===== src/rtl/mult_arbiter_if.sv =====
// Requester-side and multiplier-side handshake bundle for mult_arbiter.
// The arbiter connects through the slave modport; requesters and the multiplier use master.
interface mult_arbiter_if #(
    parameter int N_REQ = 4
);
    logic [N_REQ-1:0]    req_valid;
    logic [16*N_REQ-1:0] req_arg_a;
    logic [16*N_REQ-1:0] req_arg_b;
    logic [N_REQ-1:0]    req_a_parity;
    logic [N_REQ-1:0]    req_b_parity;
    logic [N_REQ-1:0]    req_ready;
    logic [N_REQ-1:0]    rsp_valid;
    logic [31:0]         rsp_result;
    logic                rsp_result_parity;
    logic                rsp_parity_error;
    logic                rsp_timeout;
    logic                mult_req;
    logic [15:0]         mult_arg_a;
    logic [15:0]         mult_arg_b;
    logic                mult_a_parity;
    logic                mult_b_parity;
    logic                mult_ack;
    logic                mult_result_rdy;
    logic [31:0]         mult_result;
    logic                mult_result_parity;
    logic                mult_arg_parity_error;

    modport slave (
        input  req_valid, req_arg_a, req_arg_b, req_a_parity, req_b_parity,
        output req_ready, rsp_valid, rsp_result, rsp_result_parity,
        output rsp_parity_error, rsp_timeout,
        output mult_req, mult_arg_a, mult_arg_b, mult_a_parity, mult_b_parity,
        input  mult_ack, mult_result_rdy, mult_result, mult_result_parity,
        input  mult_arg_parity_error
    );

    modport master (
        output req_valid, req_arg_a, req_arg_b, req_a_parity, req_b_parity,
        input  req_ready, rsp_valid, rsp_result, rsp_result_parity,
        input  rsp_parity_error, rsp_timeout,
        input  mult_req, mult_arg_a, mult_arg_b, mult_a_parity, mult_b_parity,
        output mult_ack, mult_result_rdy, mult_result, mult_result_parity,
        output mult_arg_parity_error
    );
endinterface


===== src/rtl/mult_arbiter.sv =====
// Round-robin arbiter/sequencer sharing one parity-checked 16x16 multiplier
// among N_REQ requesters, with a watchdog that aborts stalled transactions.
module mult_arbiter #(
    parameter int N_REQ   = 4,
    parameter int TIMEOUT = 64
) (
    input  logic                     clk,
    input  logic                     rst,
    mult_arbiter_if.slave            bus,
    output logic                     busy,
    output logic [$clog2(N_REQ)-1:0] grant_id
);
    localparam int IDW = $clog2(N_REQ);
    localparam int CW  = $clog2(TIMEOUT + 1);

    typedef enum logic [1:0] {
        ST_IDLE     = 2'd0,
        ST_ISSUE    = 2'd1,
        ST_WAIT_RES = 2'd2,
        ST_RESPOND  = 2'd3
    } state_t;

    state_t         state_r;
    state_t         state_next_s;
    logic [IDW-1:0] ptr_r;
    logic [IDW-1:0] ptr_next_s;
    logic [IDW-1:0] winner_s;
    logic [CW-1:0]  wd_cnt_r;
    logic           wd_expired_s;
    logic           grant_s;
    logic           capture_s;
    logic           timeout_s;

    function automatic logic [N_REQ-1:0] one_hot(input logic [IDW-1:0] idx);
        logic [N_REQ-1:0] vec;
        vec      = '0;
        vec[idx] = 1'b1;
        return vec;
    endfunction

    // Round-robin pick: first pending requester at or after ptr, wrapping
    always_comb begin
        int             pos_v;
        logic [IDW-1:0] idx_v;
        logic           found_v;
        winner_s = '0;
        found_v  = 1'b0;
        pos_v    = 0;
        idx_v    = '0;
        for (int k = 0; k < N_REQ; k++) begin
            pos_v = int'(ptr_r) + k;
            if (pos_v >= N_REQ) begin
                pos_v = pos_v - N_REQ;
            end else begin
                pos_v = pos_v;
            end
            idx_v = IDW'(pos_v);
            if (!found_v && bus.req_valid[idx_v]) begin
                found_v  = 1'b1;
                winner_s = idx_v;
            end else begin
                found_v  = found_v;
            end
        end
    end

    assign wd_expired_s = (wd_cnt_r == CW'(TIMEOUT - 1));
    assign ptr_next_s   = (grant_id == IDW'(N_REQ - 1)) ? '0 : grant_id + 1'b1;

    // Next-state logic; a real result on the expiry edge wins over the abort
    always_comb begin
        state_next_s = state_r;
        grant_s      = 1'b0;
        capture_s    = 1'b0;
        timeout_s    = 1'b0;
        case (state_r)
            ST_IDLE: begin
                if (|bus.req_valid) begin
                    grant_s      = 1'b1;
                    state_next_s = ST_ISSUE;
                end else begin
                    state_next_s = ST_IDLE;
                end
            end
            ST_ISSUE: begin
                if (bus.mult_ack && bus.mult_result_rdy) begin
                    capture_s    = 1'b1;
                    state_next_s = ST_RESPOND;
                end else if (wd_expired_s) begin
                    timeout_s    = 1'b1;
                    state_next_s = ST_RESPOND;
                end else if (bus.mult_ack) begin
                    state_next_s = ST_WAIT_RES;
                end else begin
                    state_next_s = ST_ISSUE;
                end
            end
            ST_WAIT_RES: begin
                if (bus.mult_result_rdy) begin
                    capture_s    = 1'b1;
                    state_next_s = ST_RESPOND;
                end else if (wd_expired_s) begin
                    timeout_s    = 1'b1;
                    state_next_s = ST_RESPOND;
                end else begin
                    state_next_s = ST_WAIT_RES;
                end
            end
            ST_RESPOND: begin
                state_next_s = ST_IDLE;
            end
            default: begin
                state_next_s = ST_IDLE;
            end
        endcase
    end

    // State register
    always_ff @(posedge clk) begin
        if (rst) begin
            state_r <= ST_IDLE;
        end else begin
            state_r <= state_next_s;
        end
    end

    // Round-robin pointer advances past the winner as the response leaves
    always_ff @(posedge clk) begin
        if (rst) begin
            ptr_r <= '0;
        end else if (state_r == ST_RESPOND) begin
            ptr_r <= ptr_next_s;
        end else begin
            ptr_r <= ptr_r;
        end
    end

    // Watchdog counts every ISSUE/WAIT_RES cycle of the current transaction
    always_ff @(posedge clk) begin
        if (rst) begin
            wd_cnt_r <= '0;
        end else if (grant_s) begin
            wd_cnt_r <= '0;
        end else if (state_r == ST_ISSUE || state_r == ST_WAIT_RES) begin
            wd_cnt_r <= wd_cnt_r + 1'b1;
        end else begin
            wd_cnt_r <= wd_cnt_r;
        end
    end

    // Registered outputs, derived from the state being entered
    always_ff @(posedge clk) begin
        if (rst) begin
            busy                  <= 1'b0;
            grant_id              <= '0;
            bus.req_ready         <= '0;
            bus.rsp_valid         <= '0;
            bus.rsp_result        <= 32'd0;
            bus.rsp_result_parity <= 1'b0;
            bus.rsp_parity_error  <= 1'b0;
            bus.rsp_timeout       <= 1'b0;
            bus.mult_req          <= 1'b0;
            bus.mult_arg_a        <= 16'd0;
            bus.mult_arg_b        <= 16'd0;
            bus.mult_a_parity     <= 1'b0;
            bus.mult_b_parity     <= 1'b0;
        end else begin
            busy         <= (state_next_s != ST_IDLE);
            bus.mult_req <= (state_next_s == ST_ISSUE);
            bus.rsp_valid <= (state_next_s == ST_RESPOND) ? one_hot(grant_id) : '0;
            if (grant_s) begin
                grant_id          <= winner_s;
                bus.req_ready     <= one_hot(winner_s);
                bus.mult_arg_a    <= bus.req_arg_a[{winner_s, 4'b0000} +: 16];
                bus.mult_arg_b    <= bus.req_arg_b[{winner_s, 4'b0000} +: 16];
                bus.mult_a_parity <= bus.req_a_parity[winner_s];
                bus.mult_b_parity <= bus.req_b_parity[winner_s];
            end else begin
                bus.req_ready     <= '0;
            end
            if (capture_s) begin
                bus.rsp_result        <= bus.mult_result;
                bus.rsp_result_parity <= bus.mult_result_parity;
                bus.rsp_parity_error  <= bus.mult_arg_parity_error;
                bus.rsp_timeout       <= 1'b0;
            end else if (timeout_s) begin
                bus.rsp_result        <= 32'd0;
                bus.rsp_result_parity <= 1'b0;
                bus.rsp_parity_error  <= 1'b0;
                bus.rsp_timeout       <= 1'b1;
            end else begin
                bus.rsp_timeout       <= bus.rsp_timeout;
            end
        end
    end
endmodule


===== src/flat_wrapper.sv =====
// flat-port wrapper written by rule: the top's interface ports become plain ports
module mult_arbiter_flat 
#(
    parameter int N_REQ   = 4,
    parameter int TIMEOUT = 64
)
  (clk, rst, busy, grant_id, bus_req_valid, bus_req_arg_a, bus_req_arg_b, bus_req_a_parity, bus_req_b_parity, bus_req_ready, bus_rsp_valid, bus_rsp_result, bus_rsp_result_parity, bus_rsp_parity_error, bus_rsp_timeout, bus_mult_req, bus_mult_arg_a, bus_mult_arg_b, bus_mult_a_parity, bus_mult_b_parity, bus_mult_ack, bus_mult_result_rdy, bus_mult_result, bus_mult_result_parity, bus_mult_arg_parity_error);
  mult_arbiter_if #(.N_REQ(N_REQ)) bus_i ();
  input  logic clk;
  input  logic rst;
  output logic busy;
  output logic [$clog2(N_REQ)-1:0] grant_id;
  input wire logic [$bits(bus_i.req_valid)-1:0] bus_req_valid;
  input wire logic [$bits(bus_i.req_arg_a)-1:0] bus_req_arg_a;
  input wire logic [$bits(bus_i.req_arg_b)-1:0] bus_req_arg_b;
  input wire logic [$bits(bus_i.req_a_parity)-1:0] bus_req_a_parity;
  input wire logic [$bits(bus_i.req_b_parity)-1:0] bus_req_b_parity;
  output wire logic [$bits(bus_i.req_ready)-1:0] bus_req_ready;
  output wire logic [$bits(bus_i.rsp_valid)-1:0] bus_rsp_valid;
  output wire logic [$bits(bus_i.rsp_result)-1:0] bus_rsp_result;
  output wire logic [$bits(bus_i.rsp_result_parity)-1:0] bus_rsp_result_parity;
  output wire logic [$bits(bus_i.rsp_parity_error)-1:0] bus_rsp_parity_error;
  output wire logic [$bits(bus_i.rsp_timeout)-1:0] bus_rsp_timeout;
  output wire logic [$bits(bus_i.mult_req)-1:0] bus_mult_req;
  output wire logic [$bits(bus_i.mult_arg_a)-1:0] bus_mult_arg_a;
  output wire logic [$bits(bus_i.mult_arg_b)-1:0] bus_mult_arg_b;
  output wire logic [$bits(bus_i.mult_a_parity)-1:0] bus_mult_a_parity;
  output wire logic [$bits(bus_i.mult_b_parity)-1:0] bus_mult_b_parity;
  input wire logic [$bits(bus_i.mult_ack)-1:0] bus_mult_ack;
  input wire logic [$bits(bus_i.mult_result_rdy)-1:0] bus_mult_result_rdy;
  input wire logic [$bits(bus_i.mult_result)-1:0] bus_mult_result;
  input wire logic [$bits(bus_i.mult_result_parity)-1:0] bus_mult_result_parity;
  input wire logic [$bits(bus_i.mult_arg_parity_error)-1:0] bus_mult_arg_parity_error;
  assign bus_i.req_valid = bus_req_valid;
  assign bus_i.req_arg_a = bus_req_arg_a;
  assign bus_i.req_arg_b = bus_req_arg_b;
  assign bus_i.req_a_parity = bus_req_a_parity;
  assign bus_i.req_b_parity = bus_req_b_parity;
  assign bus_req_ready = bus_i.req_ready;
  assign bus_rsp_valid = bus_i.rsp_valid;
  assign bus_rsp_result = bus_i.rsp_result;
  assign bus_rsp_result_parity = bus_i.rsp_result_parity;
  assign bus_rsp_parity_error = bus_i.rsp_parity_error;
  assign bus_rsp_timeout = bus_i.rsp_timeout;
  assign bus_mult_req = bus_i.mult_req;
  assign bus_mult_arg_a = bus_i.mult_arg_a;
  assign bus_mult_arg_b = bus_i.mult_arg_b;
  assign bus_mult_a_parity = bus_i.mult_a_parity;
  assign bus_mult_b_parity = bus_i.mult_b_parity;
  assign bus_i.mult_ack = bus_mult_ack;
  assign bus_i.mult_result_rdy = bus_mult_result_rdy;
  assign bus_i.mult_result = bus_mult_result;
  assign bus_i.mult_result_parity = bus_mult_result_parity;
  assign bus_i.mult_arg_parity_error = bus_mult_arg_parity_error;
  mult_arbiter #(.N_REQ(N_REQ), .TIMEOUT(TIMEOUT)) u_core (.clk(clk), .rst(rst), .bus(bus_i), .busy(busy), .grant_id(grant_id));
endmodule

===== config.mk =====
export PLATFORM = sky130hd
export DESIGN_NAME = mult_arbiter_flat
export DESIGN_NICKNAME = d
export VERILOG_FILES = /design/src/rtl/mult_arbiter_if.sv /design/src/rtl/mult_arbiter.sv /design/src/flat_wrapper.sv
export SDC_FILE = /design/constraint.sdc
export NUM_CORES = 1
export LEC_CHECK = 0
export BUFFER_PORTS_ARGS = -buffer_cell sky130_fd_sc_hd__buf_2
export CORE_UTILIZATION = 44
export DETAILED_ROUTE_END_ITERATION = 12
export GPL_ROUTABILITY_DRIVEN = 0
export HOLD_SLACK_MARGIN = 0.08
export PLACE_DENSITY = 0.81
export SLEW_MARGIN = 30
export SYNTH_ARGS = -nofsm -noshare
export SYNTH_HDL_FRONTEND = slang
export SYNTH_SLANG_ARGS = --single-unit

===== constraint.sdc =====
create_clock -name clk -period 2.3 [get_ports clk]
set_input_delay 0.115 -clock clk [delete_from_list [all_inputs] [get_ports clk]]
set_output_delay 0.115 -clock clk [all_outputs]
set_load 0.01 [all_outputs]

Yosys cells after proc, flatten, opt, wreduce, memory -nomap -nowiden --
Cells that the tools add are included.
Storage, ports and cells: bits in registers 92, output and inout port bits 81, word-level logic and storage cells 115
Operators by class: add/sub/neg operators 9, magnitude comparators 12, eq/ne operators 7, shift-type cells 2, mux-type cells 49, bitwise operators 2, reduce and logical (&&, ||, !) cells 18
Operators by type and width (count):
- 64-bit by 7-bit variable part select with 16-bit output | 2
- 32-bit 2-to-1 mux | 2
- 2-bit 2-to-1 mux | 13
- 1-bit 2-to-1 mux | 23
- 2-bit by 3-bit < comparator with 1-bit output (second input constant) | 6
- 1-bit binary-select mux with 2-bit select | 6
- 3-bit greater-or-equal comparator (second input constant) | 3
- 2-bit equality test (second input constant) | 4
- 2-bit one-hot mux with 4 select lines | 1
- 2-bit OR reduction | 4
- 2-bit by 1-bit subtractor with 2-bit output (second input constant) | 4
- 7-bit by 1-bit adder with 7-bit output (second input constant) | 1
- 7-bit by 6-bit equality test with 1-bit output (second input constant) | 1
- 2-bit by 2-bit adder with 3-bit output (second input constant) | 2
- 1-bit logical AND | 6
- 1-bit demux with 2-bit select | 2
- 2-bit by 1-bit equality test with 1-bit output (second input constant) | 2
- 2-bit by 1-bit greater-or-equal comparator with 1-bit output (second input constant) | 2
- 1-bit one-hot mux with 2 select lines | 2
- 2-bit nonzero test | 2
- 4-bit OR reduction | 1
- 2-bit by 1-bit adder with 3-bit output (second input constant) | 1
- 2-bit by 3-bit greater-or-equal comparator with 1-bit output (second input constant) | 1
- 1-bit logical NOT | 3
- 4 further kinds | 5

Longest topological paths before layout --
depth in word-level cells 18, mapped depth 9

Worst setup path after synthesis --
No wires, ideal clock.
path kind register to register, start point register u_core.state_r[0], end point register u_core.bus.rsp_result[15], setup time 0.128 ns, arrival time 1.661 ns, required time 2.172 ns, setup slack 0.512 ns, stages on the path, launching flop included 10, path buffers 2, clock period less this slack 1.788 ns, path through dfxtp_1 inv_1 ha_1 buf_2 nand2_1 nor2_2 a31oi_2 buf_2 a22oi_1 nor2_1
On the way: cells in the longest elaborated chain, start to end 3, elaborated cells on any way between the ends 6, those cells by class 2 x eq/ne; 3 x mux; 1 x reduce/logical
Ends and longest elaborated chain:
- from (decl) | line mult_arbiter.sv:23 | state_t state_r;
- from (signal assigned) | line mult_arbiter.sv:123 | state_r <= state_next_s;
- 2-bit equality test / 2-bit by 1-bit equality test with 1-bit output (equally long branches) | line mult_arbiter.sv:76 | case (state_r)
- 1-bit one-hot mux with 2 select lines | line mult_arbiter.sv:76
- 32-bit 2-to-1 mux / 2-bit nonzero test (equally long branches)
- to (signal assigned) | line mult_arbiter.sv:182 | bus.rsp_result <= bus.mult_result;
- to (decl) | line mult_arbiter_if.sv:30 | output req_ready, rsp_valid, rsp_result, rsp_result_parity,
Several ways; a longest one is shown, not always the timed one. A chain may end at the register's enable or synchronous reset.

Worst setup path in the final report --
start point register u_core.ptr_r[1], end point register u_core.bus.mult_arg_a[0]
On the way: cells in the longest elaborated chain, start to end 15, elaborated cells on any way between the ends 37, those cells by class 7 x add/sub; 4 x order compare; 1 x shift; 19 x mux; 6 x reduce/logical
Ends and longest elaborated chain:
- from (decl) | line mult_arbiter.sv:25 | logic [IDW-1:0] ptr_r;
- from (signal assigned) | line mult_arbiter.sv:132 | ptr_r <= ptr_next_s;
- from (signal assigned) | line mult_arbiter.sv:134 | ptr_r <= ptr_r;
- parallel branches: the longest is 13 deep, another holds 2-bit by 1-bit adder with 3-bit output
- 2-bit 2-to-1 mux (*) | line mult_arbiter.sv:58 | if (!found_v && bus.req_valid[idx_v]) begin
- 64-bit by 7-bit variable part select with 16-bit output (*) | line mult_arbiter.sv:174 | bus.mult_arg_a <= bus.req_arg_a[{winner_s, 4'b0000} +: 16];
- to (signal assigned) | line mult_arbiter.sv:174
- to (decl) | line mult_arbiter_if.sv:32 | output mult_req, mult_arg_a, mult_arg_b, mult_a_parity, mult_b_parity,
Every way passes the cells marked *. The select of a mux whose other input is x is not followed.

==> impl_metrics.env <==
export IMPL_grt_first_pass_wirelength_mm=23.6
export IMPL_slew_headroom_pct=65.6
export IMPL_synthToLayoutAreaGrowth_pct=58.5
export IMPL_synth_compound_area_share_pct=19.7
export IMPL_final_setup_skew_ns=0.00464
export IMPL_grtUsageTotal_pct=30.0
export IMPL_worstHoldPathType="in -> reg"
export IMPL_num_io_pins=259
export IMPL_leakage_nw=3.40
export IMPL_cts_clk_slew_worst_paths_ns=0.09
export IMPL_r2r_cells=6
export IMPL_setup_viol=0
export IMPL_core_area_mm2=0.00942
export IMPL_clock_latency_ns=0.35
export IMPL_grt_max_degree=39
export IMPL_synthXorXnorAreaFrac_pct=0.806
export IMPL_fp_row_count=35
export IMPL_cts_tree="yes"
export IMPL_cts_buffer_depth=2
export IMPL_critPathCaptureType="flop"
export IMPL_total_power_mw=3.93
export IMPL_fin_nets=954
export IMPL_slew_violations=0
export IMPL_seqPwrFrac_pct=45.3
export IMPL_setup_tns_final_ns=0
export IMPL_p_int_mw=2.78
export IMPL_ir_worst_vdd_mv=0.353
export IMPL_worst_ep_required_time_ns=2.52
export IMPL_tightest_slew_ns=0.515
export IMPL_synth_nets=605
export IMPL_start_kind="flop"
export IMPL_fmax_mhz=443
export IMPL_synth_adder_area_share_pct=2.59
export IMPL_muxShareOfSynthArea_pct=16.6
export IMPL_grt_overflow=0
export IMPL_critPathMaxFanout=13
export IMPL_synth_distinct_cells=43
export IMPL_synth_area_per_cell_um2=10.4
export IMPL_cts_sinks=92
export IMPL_synth_ff_type="dfxtp_1"
export IMPL_sw_frac_of_total_pct=29.2
export IMPL_power_density_mw_per_mm2=570
export IMPL_yosys_area_share_simple_pct=11.1
export IMPL_vias_per_cell=5.40
export IMPL_cp_arrival_ns=2.48
export IMPL_syn_inst=418
export IMPL_yosys_register_bits=92
export IMPL_timing_reg2reg_setup_slack_ns=0.05
export IMPL_synth_area_mm2=0.00435
export IMPL_n_fill_cell=636
export IMPL_synth_seq_area_share_pct=42.4
export IMPL_drt_wl_total_mm=16.3
export IMPL_antenna_found_initial=4
export IMPL_period_needed_ns=2.25
export IMPL_synth_largest_area_cell="dfxtp_1"
export IMPL_pwr_share_comb_pct=26.7
export IMPL_cts_htree_levels=3
export IMPL_p_sw_mw=1.15
export IMPL_hold_viol=0
export IMPL_synth_most_common_cell="dfxtp_1"
export IMPL_synth_top_family_by_area="compound AO/OA/AOI/OAI gates"
export IMPL_antenna_left=0
export IMPL_die_h_um=101
export IMPL_die_area_mm2=0.0103
export IMPL_synth_edf_count=0
export IMPL_drv_cap=0
export IMPL_hpwlAfterDp_mm=9.62
export IMPL_root_buffer="clkbuf_8"
export IMPL_min_period_over_period_pct=98.0
export IMPL_yosysWarningCount=0
export IMPL_initial_core_util_pct=46.2
export IMPL_die_w_um=101
export IMPL_ys_top_cells_by_count="dfxtp_1, mux2i_1, nor2_1, nand2_1, a22oi_1"
export IMPL_crit_type="reg -> reg"
export IMPL_post_route_drc_count=0
export IMPL_yosys_area_top_type_share_pct=42.4
export IMPL_portBuffers=258
export IMPL_power_share_clock_pct=28.0
export IMPL_yosys_top_cells_area="dfxtp_1, mux2i_1, o221ai_2"
export IMPL_grt_pass1_vias=4758
export IMPL_drtIter0Drc=190
export IMPL_numCtsBuffers=9
export IMPL_drive_gt1_share_pct=41.7
export IMPL_wl_per_cell_um=18.0
export IMPL_first_pass_iters=4
export IMPL_outcome="complete, no violations"
export IMPL_async_flop_share_pct=0
export IMPL_hold_depth=3
export IMPL_rsz0062_at_grt="no"
export IMPL_vias=4875
-- per-layer routing --
metal	GRT usage (%)	share of wire, %	vias up	routed length, um
met5	0	0.17	-	27
met4	17.7	3.7	4	608
met3	12.0	9.2	65	1490
met2	52.7	52	305	8450
met1	29.9	35	2266	5710
li1	-	-	2235	-
-- per-stage QoR --
step	utilization (%)	setup slack [ns]	std cells	area (um^2)	hold slack (ns)
detailed placement	59.9	0.349	782	5640	0.372
floorplan	-	0.512	418	4350	0.191
global placement	59.9	0.501	782	5640	0.361
CTS	72.1	0.0918	893	6790	0.0802
global route	73.2	0.0129	902	6890	0.0802
finish	73.2	0.0450	903	6890	0.0946
-- worst paths after layout --
check                            from                         to
max                   u_core.ptr_r[1]   u_core.bus.mult_arg_a[0]
min                 bus_req_arg_b[44]  u_core.bus.mult_arg_b[12]
max reg2reg           u_core.ptr_r[1]   u_core.bus.mult_arg_a[0]
min reg2reg  u_core.bus.mult_arg_b[1]   u_core.bus.mult_arg_b[1]
-- cell families (layout without fill, tap and decap cells) --
kind of cell | Yosys count | count (layout)
AO/OA/AOI/OAI | 93 | 93
XOR/XNOR | 4 | 4
adder cells (fa/ha/maj) | 9 | 9
buffers and inverters | 37 | 391
flip-flops | 92 | 92
multiplexers | 72 | 72
other | 0 | 2
AND/OR/NAND/NOR | 111 | 111
-- power by group through the flow --
stage / Clock, mW / Sequential [mW] / Combinational [mW]
after floorplan: 0 / 1.85 / 0.446
after global placement: 0 / 1.80 / 0.799
after detailed placement: 0 / 1.81 / 0.824
after CTS: 1.13 / 1.77 / 0.970
after global routing: 1.19 / 1.79 / 1.12
final: 1.10 / 1.78 / 1.05
-- layout by cell type (no fill, tap or decap), drive strengths merged, types with 8 or more instances in the layout --
master,instances
buf,273
dlygate4sd3,95
dfxtp,92
mux2i,72
nor2,46
nand2,43
o221ai,35
a22oi,34
clkbuf,12
ha,9
a21oi,8
-- repair_timing --
action / CTS / global route
setup buffers: 0 / 7
setup endpoints to repair: 0 / 14
hold buffers: 95 / 0
endpoints found under the hold margin: 60 / 0
gates resized for setup: 0 / 2
-- state kept, by name (all words and copies together) (netlist names) --
signal / cells
u_core.bus.mult_a_parity: 1
u_core.bus.mult_arg_a: 16
u_core.bus.mult_arg_b: 16
u_core.bus.mult_b_parity: 1
u_core.bus.mult_req: 1
u_core.bus.req_ready: 4
u_core.bus.rsp_parity_error: 1
u_core.bus.rsp_result: 32
u_core.bus.rsp_result_parity: 1
u_core.bus.rsp_timeout: 1
u_core.bus.rsp_valid: 4
u_core.busy: 1
u_core.grant_id: 2
u_core.ptr_r: 2
u_core.state_r: 2
u_core.wd_cnt_r: 7
-- worst max-delay path, cell delays in order, from the launching register on --
cell           delay [ns]
dfxtp_2              0.41
mux2i_1              0.30
o221ai_4             0.19
buf_12               0.19
mux2i_2              0.24
dlygate4sd3_1        0.66
o221ai_2             0.13
-- layout make-up --
type,count,area [um^2],share of cell area (%)
Timing Repair Buffer,369,2430,35.3
Multi-Input combinational cell,289,2230,32.3
Sequential cell,92,1840,26.7
Tap cell,129,161,2.34
Clock buffer,11,141,2.05
Clock inverter,5,61.3,0.890
Inverter,6,22.5,0.327
Antenna cell,2,5.00,0.0726
Power figures use the tool's default switching activity.
